==> src/rtl/sar_avg_fifo_if.sv <==
// Bus between the SAR averager and its neighbours: conversion input, control, FIFO read side.
// master drives conversions and control, slave is the averaging FIFO.
interface sar_avg_fifo_if;
  logic [3:0] code_in;
  logic       conv_done;
  logic       en;
  logic [1:0] avg_sel;
  logic       out_ready;
  logic       clr_ovf;
  logic [3:0] out_data;
  logic       out_valid;
  logic [2:0] fifo_level;
  logic       overflow;

  modport master (
    output code_in, conv_done, en, avg_sel, out_ready, clr_ovf,
    input  out_data, out_valid, fifo_level, overflow
  );

  modport slave (
    input  code_in, conv_done, en, avg_sel, out_ready, clr_ovf,
    output out_data, out_valid, fifo_level, overflow
  );
endinterface

==> src/rtl/sar_avg_fifo.sv <==
// Averages 1/2/4/8 SAR codes per window into a 4-entry FIFO; result visible one cycle after window end.
// out_ready pops the head; a result arriving at a full FIFO with no pop is dropped and flags overflow.
module sar_avg_fifo (
  input  logic             clk,
  input  logic             reset,
  sar_avg_fifo_if.slave    bus
);

  logic       conv_done_prev;
  logic [6:0] acc;
  logic [2:0] cnt;
  logic [1:0] win_sel;

  logic [3:0] mem [4];
  logic [1:0] wr_ptr;
  logic [1:0] rd_ptr;
  logic [2:0] level;
  logic       overflow_q;

  logic       capture;
  logic [1:0] eff_sel;
  logic [3:0] cnt_next;
  logic       win_end;
  logic [6:0] acc_sum;
  logic [3:0] result;
  logic       fifo_full;
  logic       fifo_empty;
  logic       pop;
  logic       push_ok;
  logic       drop;

  // The first capture of a window uses avg_sel directly, since win_sel is only latched at that edge.
  always_comb begin
    capture  = bus.conv_done & ~conv_done_prev & bus.en;
    eff_sel  = (cnt == 3'd0) ? bus.avg_sel : win_sel;
    cnt_next = {1'b0, cnt} + 4'd1;
    win_end  = capture & (cnt_next == (4'd1 << eff_sel));
    acc_sum  = acc + {3'b000, bus.code_in};
    case (eff_sel)
      2'd0:    result = acc_sum[3:0];
      2'd1:    result = acc_sum[4:1];
      2'd2:    result = acc_sum[5:2];
      default: result = acc_sum[6:3];
    endcase
    fifo_full  = (level == 3'd4);
    fifo_empty = (level == 3'd0);
    pop        = ~fifo_empty & bus.out_ready;
    push_ok    = win_end & (~fifo_full | pop);
    drop       = win_end & fifo_full & ~pop;
  end

  always_ff @(posedge clk or posedge reset) begin
    if (reset) begin
      conv_done_prev <= 1'b0;
      acc            <= 7'd0;
      cnt            <= 3'd0;
      win_sel        <= 2'd0;
    end else begin
      conv_done_prev <= bus.conv_done;
      if (!bus.en) begin
        acc <= 7'd0;
        cnt <= 3'd0;
      end else if (capture) begin
        if (cnt == 3'd0)
          win_sel <= bus.avg_sel;
        if (win_end) begin
          acc <= 7'd0;
          cnt <= 3'd0;
        end else begin
          acc <= acc_sum;
          cnt <= cnt_next[2:0];
        end
      end
    end
  end

  // Storage needs no reset: out_data is masked while the FIFO is empty.
  always_ff @(posedge clk) begin
    if (push_ok)
      mem[wr_ptr] <= result;
  end

  always_ff @(posedge clk or posedge reset) begin
    if (reset) begin
      wr_ptr     <= 2'd0;
      rd_ptr     <= 2'd0;
      level      <= 3'd0;
      overflow_q <= 1'b0;
    end else begin
      if (push_ok)
        wr_ptr <= wr_ptr + 2'd1;
      if (pop)
        rd_ptr <= rd_ptr + 2'd1;
      case ({push_ok, pop})
        2'b10:   level <= level + 3'd1;
        2'b01:   level <= level - 3'd1;
        default: level <= level;
      endcase
      if (drop)
        overflow_q <= 1'b1;
      else if (bus.clr_ovf)
        overflow_q <= 1'b0;
    end
  end

  assign bus.out_valid  = ~fifo_empty;
  assign bus.fifo_level = level;
  assign bus.overflow   = overflow_q;
  assign bus.out_data   = fifo_empty ? 4'd0 : mem[rd_ptr];

endmodule

==> src/flat_wrapper.sv <==
// flat-port wrapper written by rule: the top's interface ports become plain ports
module sar_avg_fifo_flat 
  (clk, reset, bus_code_in, bus_conv_done, bus_en, bus_avg_sel, bus_out_ready, bus_clr_ovf, bus_out_data, bus_out_valid, bus_fifo_level, bus_overflow);
  sar_avg_fifo_if bus_i ();
  input  logic clk;
  input  logic reset;
  input wire logic [$bits(bus_i.code_in)-1:0] bus_code_in;
  input wire logic [$bits(bus_i.conv_done)-1:0] bus_conv_done;
  input wire logic [$bits(bus_i.en)-1:0] bus_en;
  input wire logic [$bits(bus_i.avg_sel)-1:0] bus_avg_sel;
  input wire logic [$bits(bus_i.out_ready)-1:0] bus_out_ready;
  input wire logic [$bits(bus_i.clr_ovf)-1:0] bus_clr_ovf;
  output wire logic [$bits(bus_i.out_data)-1:0] bus_out_data;
  output wire logic [$bits(bus_i.out_valid)-1:0] bus_out_valid;
  output wire logic [$bits(bus_i.fifo_level)-1:0] bus_fifo_level;
  output wire logic [$bits(bus_i.overflow)-1:0] bus_overflow;
  assign bus_i.code_in = bus_code_in;
  assign bus_i.conv_done = bus_conv_done;
  assign bus_i.en = bus_en;
  assign bus_i.avg_sel = bus_avg_sel;
  assign bus_i.out_ready = bus_out_ready;
  assign bus_i.clr_ovf = bus_clr_ovf;
  assign bus_out_data = bus_i.out_data;
  assign bus_out_valid = bus_i.out_valid;
  assign bus_fifo_level = bus_i.fifo_level;
  assign bus_overflow = bus_i.overflow;
  sar_avg_fifo u_core (.clk(clk), .reset(reset), .bus(bus_i));
endmodule
==> config.mk <==
export PLATFORM = sky130hd
export DESIGN_NAME = sar_avg_fifo_flat
export DESIGN_NICKNAME = d
export VERILOG_FILES = /design/src/rtl/sar_avg_fifo_if.sv /design/src/rtl/sar_avg_fifo.sv /design/src/flat_wrapper.sv
export SDC_FILE = /design/constraint.sdc
export NUM_CORES = 1
export LEC_CHECK = 0
export CAP_MARGIN = 30
export CORE_MARGIN = 1.5
export CORE_UTILIZATION = 45
export CTS_CLUSTER_DIAMETER = 50
export DETAILED_ROUTE_END_ITERATION = 8
export PLACE_DENSITY = 0.74
export SKIP_LAST_GASP = 1
export SLEW_MARGIN = 20
export SYNTH_ARGS = -nofsm -noshare
export SYNTH_HDL_FRONTEND = slang
export SYNTH_SLANG_ARGS = --single-unit
export TNS_END_PERCENT = 50
==> constraint.sdc <==
create_clock -name clk -period 4.65 [get_ports clk]
set_clock_uncertainty 0.15 [all_clocks]
set_input_delay 0.465 -clock clk [delete_from_list [all_inputs] [get_ports clk]]
set_output_delay 0.465 -clock clk [all_outputs]
set_load 0.02 [all_outputs]
==> impl_metrics.toml, run 1 <==
[floorplanning]
die_h_um = 71.85
dieArea_sq_um = 5162
core_sq_um = 4444
die_width_um = 71.85
rows = 24
initial_core_util_pct = 48.00
io-pin-count = 21

[sta]
worstMarginPinSlew_ns = 0.5109
fin_crit_sh_pct = 65.39
max_freq_mhz = 328.9
rsz0062_at_grt = "false"
tns_ns = 0
relSlewSlack_pct = 65.87
setup_viol = 0
hold_violations = 0
slew_viol_final = 0
period_minus_slack_ns = 3.040

[place]
portBuffers = 20
dpl.hpwl_mm = 2.890
gp_congestion = 0.8065

[synthesis]
synth_top_flop_cell = "dfrtp_1"
syn-cell-area_sq_um = 2133
yosysUniqueCellTypes = 45
synth-edff-count = 16
syn_nets = 222
syn-mean-instance-area_sq_um = 10.77
ys_seq_elements = 37
syn_inst = 198
yosysSeqAreaShare_pct = 47.16
synth-async-reset-ratio_pct = 56.76
yosysWarningCount = 0

[min_path]
min_path_type = "input pin to async pin"

[critical_path]
slowest_delay_ns = 0.49
cp_cell_sequence = "inv_1 -> ha_1 -> nand2b_4 -> mux2_4 -> or4_1 -> o211a_2 -> nor2_2 -> and2_1"
rr_endpoint = "u_core.mem[3][0]$_DFFE_PP_"
cp.arrival_ns = 2.88
endpoint_kind = "flop"
worstSetupPathType = "flop to flop"
r2r_start = "u_core.cnt[0]$_DFFE_PP0P_"
crit_slowest_cell = "or4_1"
worstPathMaxFanout = 14
regToRegSetupSlack_ns = 1.61
critical_path_required_ns = 4.49
reg2reg_depth = 8
worst_setup_path_start_kind = "flop"

[routing]
wl_met2_mm = 1.888
drt-pass1-iter-count = 6
dr.first_iter.drc_count = 61
top_layer = "met4"
drc = 0
drt_wl_total_mm = 3.861
viasPerCell = 5.436
vias = 1484
wl_met3_um = 139
wl_per_cell_um = 14.14
ant_nets = 0
wl_met1_mm = 1.757

[clock_network]
cts_resized = 0
cts_setup_buffers = 0
path_clk_slew_ns = 0.08
clk_path_buf_depth = 2
cts_tree = "done"
htreeDepth = 2
clk_latency_ns = 0.29
cts_sinks = 37
holdBufCountCts = 0
cts_root_buffer = "clkbuf_8"
cts_buffers = 5

[flow_run]
max_cap_viol_count = 0

[cells_and_area]
post-route-util_pct = 56.39
fill_cells = 395
area_growth_pct = 17.48
nNetsFinal = 244
mostFrequentLayoutCell = "dfrtp_1"
drive_gt1_share_pct = 10.86
diodes = 0
layout_common_cells = "dfrtp_1, clkdlybuf4s50_1, nand2_1"

[power]
leakage_nw = 0.9743
p_per_area_nw_per_um2 = 451.2
vdd_drop_max_uv = 177.2

[global_route]
first_global_vias = 1427
antenna_found_initial = 0
gr-total-overflow = 0
grtUsageTotal_pct = 16.77
grt_start_max_net_pins = 22
grt_pass1_wl_mm = 6.575

[status]
status = "completed"
==> state kept, by name, summed over array words and instances (netlist names) <==
signal,count
u_core.acc,7
u_core.bus.fifo_level,3
u_core.mem,16
u_core.win_sel,2
u_core.wr_ptr,2
u_core.bus.overflow,1
u_core.conv_done_prev,1
u_core.cnt,3
u_core.rd_ptr,2
==> cell type report <==
class | instances | area (sq um) | area share (%)
inverters | 14 | 52.55 | 2.097
clock inverters | 2 | 37.54 | 1.498
clock buffers | 6 | 82.58 | 3.295
well taps | 52 | 65.06 | 2.596
multi-input cells | 140 | 1040 | 41.49
flip-flops and latches | 37 | 1006 | 40.14
repair buffers | 22 | 222.7 | 8.887
==> power breakdown <==
| group | total [mW] | internal, mW | switching (mW) |
|---|---|---|---|
| Combinational | 0.401 | 0.203 | 0.197 |
| Clock | 0.291 | 0.174 | 0.116 |
| Sequential | 0.440 | 0.391 | 0.0490 |
| Total | 1.13 | 0.768 | 0.362 |
==> through the flow <==
stage / worst slack, ns / hold slack (ns) / power (mW) / cell area, sq um / std cells
floorplan: 1.919 / 0.2915 / 0.7092 / 2133 / 198
global placement: 1.569 / 0.3458 / 0.8389 / 2371 / 264
detailed placement: 1.521 / 0.3585 / 0.8477 / 2371 / 264
CTS: 1.600 / 0.3778 / 1.140 / 2491 / 272
global route: 1.416 / 0.2935 / 1.198 / 2506 / 273
finish: 1.610 / 0.2675 / 1.131 / 2506 / 273
==> Yosys cell counts, types with 2 or more instances <==
cell,instances,area (sq um)
inv_1,14,52.55
mux4_2,4,90.09
fa_1,2,40.04
nor2_1,11,41.29
nand2b_1,2,12.51
mux2i_1,2,20.02
clkbuf_1,5,18.77
o21ai_0,10,50.05
o211ai_1,2,15.01
xnor2_1,6,52.55
nor2b_1,6,37.54
ha_1,10,125.1
a22oi_1,3,22.52
o22ai_1,3,18.77
a21boi_0,3,22.52
and2_1,10,62.56
edfxtp_1,16,480.5
dfrtp_1,21,525.5
nand3_1,7,35.03
nand3b_1,2,15.01
a211oi_1,4,30.03
a21oi_1,12,60.06
xor2_1,3,26.28
nand2_1,19,71.32
==> how the worst max path moves through the flow <==
stage / start / slack [ns] / end / cells past startpoint
2_1_floorplan: u_core.cnt[0]$_DFFE_PP0P_ / 1.92 / u_core.bus.fifo_level[2]$_DFFE_PP0P_ / 11
3_3_place_gp: bus_avg_sel[1] / 1.57 / u_core.bus.fifo_level[2]$_DFFE_PP0P_ / 11
3_5_place_dp: bus_avg_sel[1] / 1.52 / u_core.bus.fifo_level[2]$_DFFE_PP0P_ / 11
4_1_cts: u_core.cnt[0]$_DFFE_PP0P_ / 1.60 / u_core.mem[3][1]$_DFFE_PP_ / 8
5_1_grt: u_core.cnt[0]$_DFFE_PP0P_ / 1.42 / u_core.mem[3][3]$_DFFE_PP_ / 8
6_report: u_core.cnt[0]$_DFFE_PP0P_ / 1.61 / u_core.mem[3][0]$_DFFE_PP_ / 8
==> per-layer routing <==
layer,up-vias,track usage (%)
met3,8,4.219
met1,701,21.55
met2,30,27.16
met5,-,0
met4,0,6.918
li1,745,-
==> critical path: cells and delay by family, from the launching register on <==
kind	cells	cell delay (ns)
flops	1	0.45
mux	1	0.35
compound gates	1	0.25
simple gates	4	1.21
buf+inv	1	0.07
fa+ha+maj	1	0.24
==> cell families (layout without fill, tap and decap cells) <==
kind of cell / after synthesis / in the layout / share of synthesized area (%)
fa+ha+maj: 12 / 12 / 7.742
buf+inv: 21 / 44 / 4.105
xor+xnor: 9 / 9 / 3.695
mux: 7 / 7 / 5.865
flops: 37 / 37 / 47.16
simple gates: 67 / 67 / 16.95
compound gates: 45 / 45 / 14.49
Power figures use the tool's default switching activity.
==> run 2: changes to the inputs <==
- PLACE_DENSITY: 0.74 -> 0.77
- clock period: 4.65 -> 2.68 ns (I/O delays scaled with it)
==> run 2 against run 1 <==
Utilization rose by 3.2 points. Count of clock-buffer cells in the layout fell by 1. Critical path type unchanged. Via count rose by 3.1%. Combinational power rose by 83%.
==> impl_metrics.toml, run 2 (synthesis gave the netlist of run 1 again) <==
[place]
dpl.hpwl_mm = 2.908
portBuffers = 20
gp_congestion = 0.8106
dp_cells = 278
place_ws_ns = -0.09591
place_area_sq_um = 2489

[critical_path]
worstSetupPathType = "flop to flop"
worst_setup_path_start_kind = "flop"
worstPathMaxFanout = 5
endpoint_kind = "flop"
critical_path_required_ns = 2.74
cp.arrival_ns = 2.68

[status]
status = "completed"

[global_route]
grtUsageTotal_pct = 16.86
gr-total-overflow = 0
antenna_found_initial = 0
grt_pass1_wl_mm = 6.679
grt_start_max_net_pins = 22
first_global_vias = 1496

[cells_and_area]
layout_common_cells = "dfrtp_1, clkdlybuf4s50_1, nand2_1"
top_register = "u_core.mem"
post-route-util_pct = 59.63
reg.largest.list = "u_core.mem: 16 flops, u_core.acc: 7 flops"
diodes = 0
largest_register_ffs = 16
fin_cells = 288
design_area_sq_um = 2650
area_growth_pct = 24.22
mostFrequentLayoutCell = "dfrtp_1"
drive_gt1_share_pct = 17.80
nNetsFinal = 259

[floorplanning]
io-pin-count = 21
initial_core_util_pct = 48.00
dieArea_sq_um = 5162
core_sq_um = 4444
rows = 24
die_width_um = 71.85
die_h_um = 71.85

[routing]
dr.first_iter.drc_count = 63
drt_wl_total_mm = 3.871
drc = 0
drt-pass1-iter-count = 8
viasPerCell = 5.313
vias = 1530
wl_per_cell_um = 13.44
ant_nets = 0

[clock_network]
clk_latency_ns = 0.29
cts_sinks = 37
cts_root_buffer = "clkbuf_8"
clk_path_buf_depth = 2
path_clk_slew_ns = 0.07
cts_buffers = 5
htreeDepth = 2
holdBufCountCts = 0
cts_tree = "done"

[min_path]
min_path_type = "input pin to async pin"

[flow_run]
max_cap_viol_count = 0

[sta]
setup_slack_ns = 0.05935
worstMarginPinSlew_ns = 0.4676
holdWs_ns = 0.05681
max_freq_mhz = 381.6
tns_ns = 0
slew_viol_final = 0
hold_violations = 0
period_minus_slack_ns = 2.621
setup_viol = 0
fin_crit_sh_pct = 97.79
relSlewSlack_pct = 68.83
rsz0062_at_grt = "true"

[power]
p_switching_mw = 0.6285
total_power_mw = 1.966
seqPwrFrac_pct = 38.6
power_frac_clock_pct = 24.1
leakage_nw = 1.049
switching_share_pct = 31.98
vdd_drop_max_uv = 282.3
p_per_area_nw_per_um2 = 741.7
p_comb_share_pct = 37.3
p_int_mw = 1.337
## run 2: cell types whose count changed in the layout (fill, tap and decap cells not counted), sizes merged
cell / change
buf: +15
clkbuf: -1
clkinv: +1
## run 2: power groups by stage
| stage | logic [mW] | registers [mW] | clock network, mW |
|---|---|---|---|
| final | 0.733 | 0.759 | 0.474 |
| after global routing | 0.807 | 0.776 | 0.506 |
| after CTS | 0.731 | 0.762 | 0.488 |
| after detailed placement | 0.729 | 0.773 | 0 |
| after global placement | 0.705 | 0.771 | 0 |
| after floorplan | 0.468 | 0.767 | 0 |
## run 2: path summary, 6_finish.rpt
path	endpoint	from	slack [ns]	depth (start not counted)
max reg2reg	u_core.bus.fifo_level[1]$_DFFE_PP0P_	u_core.cnt[0]$_DFFE_PP0P_	0.06	9
max in group asynchronous	u_core.conv_done_prev$_DFF_PP0_	reset	1.95	3
min reg2reg	u_core.bus.fifo_level[2]$_DFFE_PP0P_	u_core.bus.fifo_level[2]$_DFFE_PP0P_	0.35	1
max	u_core.bus.fifo_level[1]$_DFFE_PP0P_	u_core.cnt[0]$_DFFE_PP0P_	0.06	9
min	u_core.bus.fifo_level[2]$_DFFE_PP0P_	reset	0.06	2
min in group clk	u_core.conv_done_prev$_DFF_PP0_	bus_conv_done	0.33	1
## run 2: per-layer routing
layer / GRT usage (%) / share of wire, % / vias up / routed length (um)
li1: - / - / 774 / -
met1: 22.45 / 47 / 726 / 1833
met2: 27.67 / 49 / 25 / 1888
met3: 3.094 / 2.8 / 5 / 107
met4: 6.080 / 1.1 / 0 / 41
met5: 0 / 0 / - / 0
## run 2: critical path, stage by stage, from the launching register on
cell,delay (ns)
dfrtp_1,0.39
inv_1,0.08
ha_4,0.17
nand2b_4,0.09
mux2_4,0.32
or4_1,0.42
o211a_4,0.19
o21ai_4,0.14
fa_2,0.45
mux2i_1,0.15
## run 2: timing repair
item | 4_1_cts | 5_1_grt
setup buffers | 0 | 1
setup endpoints to repair | 0 | 23
gates resized for setup | 0 | 4
## run 2: final cells by class
type / instances / area (sq um)
Multi-Input combinational cell: 140 / 1069
Clock inverter: 3 / 41.29
Tap cell: 52 / 65.06
Sequential cell: 37 / 1006
Fill cell: 399 / 1794
Clock buffer: 5 / 68.82
Inverter: 14 / 52.55
Timing Repair Buffer: 37 / 347.8
==> run 3: changes to the inputs <==
- CAP_MARGIN: 30 -> 20
==> run 3 against run 2 <==
Final area is 1.0% lower. Cell count shrank 0.35%. Sequential power barely moved. Fmax hardly changed. Non-clock buffer count down 1. Global-route usage is the same. Hold slack better by 0.25 ns. Largest cell class unchanged. Highest routed layer unchanged.
==> impl_metrics.toml, run 3 (synthesis gave the netlist of run 1 again) <==
[sta]
period_minus_slack_ns = 2.622
fin_crit_sh_pct = 97.82
tns_ns = 0
holdWs_ns = 0.3068
hold_violations = 0
slew_viol_final = 0
worstMarginPinSlew_ns = 0.8426
max_freq_mhz = 381.5
setup_slack_ns = 0.05845
setup_viol = 0
relSlewSlack_pct = 43.77
rsz0062_at_grt = "true"

[floorplanning]
dieArea_sq_um = 5162
die_h_um = 71.85
rows = 24
initial_core_util_pct = 48.00
io-pin-count = 21
die_width_um = 71.85
core_sq_um = 4444

[cells_and_area]
layout_common_cells = "dfrtp_1, clkdlybuf4s50_1, nand2_1"
drive_gt1_share_pct = 17.45
area_growth_pct = 22.93
top_register = "u_core.mem"
reg.largest.list = "u_core.mem: 16 flops, u_core.acc: 7 flops"
design_area_sq_um = 2623
nNetsFinal = 258
largest_register_ffs = 16
diodes = 0
post-route-util_pct = 59.01
fin_cells = 287
mostFrequentLayoutCell = "dfrtp_1"

[min_path]
min_path_type = "input pin to async pin"

[routing]
drt-pass1-iter-count = 8
viasPerCell = 5.338
ant_nets = 0
vias = 1532
dr.first_iter.drc_count = 55
drt_wl_total_mm = 3.859
wl_per_cell_um = 13.45
drc = 0

[place]
dp_cells = 278
place_ws_ns = -0.09591
gp_congestion = 0.8106
dpl.hpwl_mm = 2.908
place_area_sq_um = 2489
portBuffers = 20

[power]
vdd_drop_max_uv = 282.8
leakage_nw = 1.037
p_per_area_nw_per_um2 = 747.8
total_power_mw = 1.961

[global_route]
antenna_found_initial = 0
grtUsageTotal_pct = 16.86
gr-total-overflow = 0
grt_pass1_wl_mm = 6.679
grt_start_max_net_pins = 22
first_global_vias = 1496

[critical_path]
cp.arrival_ns = 2.68
critical_path_required_ns = 2.74
worstPathMaxFanout = 5
worst_setup_path_start_kind = "flop"
endpoint_kind = "flop"
worstSetupPathType = "flop to flop"

[clock_network]
path_clk_slew_ns = 0.08
cts_buffers = 5
clk_path_buf_depth = 2
clk_latency_ns = 0.29
cts_root_buffer = "clkbuf_8"
cts_tree = "done"
htreeDepth = 2
cts_sinks = 37
holdBufCountCts = 0

[flow_run]
max_cap_viol_count = 0

[status]
status = "completed"
[run 3: changes by cell type in the layout (fill, tap and decap cells not counted), sizes merged]
cell,previous run,this run
buf,17,16
[run 3: power by group]
| part | leakage [nW] | total [mW] | internal, mW | switching, mW |
|---|---|---|---|---|
| sequential | 0.414 | 0.758 | 0.678 | 0.0806 |
| clock | 0.0518 | 0.475 | 0.274 | 0.201 |
| combinational | 0.570 | 0.728 | 0.382 | 0.347 |
| total | 1.04 | 1.96 | 1.33 | 0.628 |
[run 3: worst paths after layout]
kind,startpoint,to,slack [ns],depth (start not counted)
max reg2reg,u_core.cnt[0]$_DFFE_PP0P_,u_core.bus.fifo_level[1]$_DFFE_PP0P_,0.06,9
min reg2reg,u_core.bus.fifo_level[2]$_DFFE_PP0P_,u_core.bus.fifo_level[2]$_DFFE_PP0P_,0.35,1
max in group asynchronous,reset,u_core.conv_done_prev$_DFF_PP0_,1.55,2
min in group clk,bus_conv_done,u_core.conv_done_prev$_DFF_PP0_,0.33,1
min,reset,u_core.acc[5]$_DFFE_PP0P_,0.31,2
max,u_core.cnt[0]$_DFFE_PP0P_,u_core.bus.fifo_level[1]$_DFFE_PP0P_,0.06,9
[run 3: cell type report]
| class | instances | area, sq um |
|---|---|---|
| well taps | 52 | 65.06 |
| repair buffers | 36 | 320.3 |
| fillers | 401 | 1822 |
| clock inverters | 3 | 41.29 |
| inverters | 14 | 52.55 |
| flip-flops and latches | 37 | 1006 |
| clock buffers | 5 | 68.82 |
| multi-input cells | 140 | 1069 |
[run 3: layer usage]
metal,up-vias,GRT usage [%],part of all wire [%]
li1,772,-,-
met1,724,22.45,47
met2,31,27.67,49
met3,5,3.094,3.0
met4,0,6.080,1.1
met5,-,0,0
[run 3: timing repair]
action	in CTS	in global routing
buffers inserted	0	1
resized for setup	0	4
endpoints found under the setup margin	0	23
[run 3: critical path: stages (launching register included)]
cell and delay [ns]:
dfrtp_1 0.39, inv_1 0.08, ha_4 0.17, nand2b_4 0.09, mux2_4 0.32, or4_1 0.42
o211a_4 0.19, o21ai_4 0.14, fa_2 0.45, mux2i_1 0.15
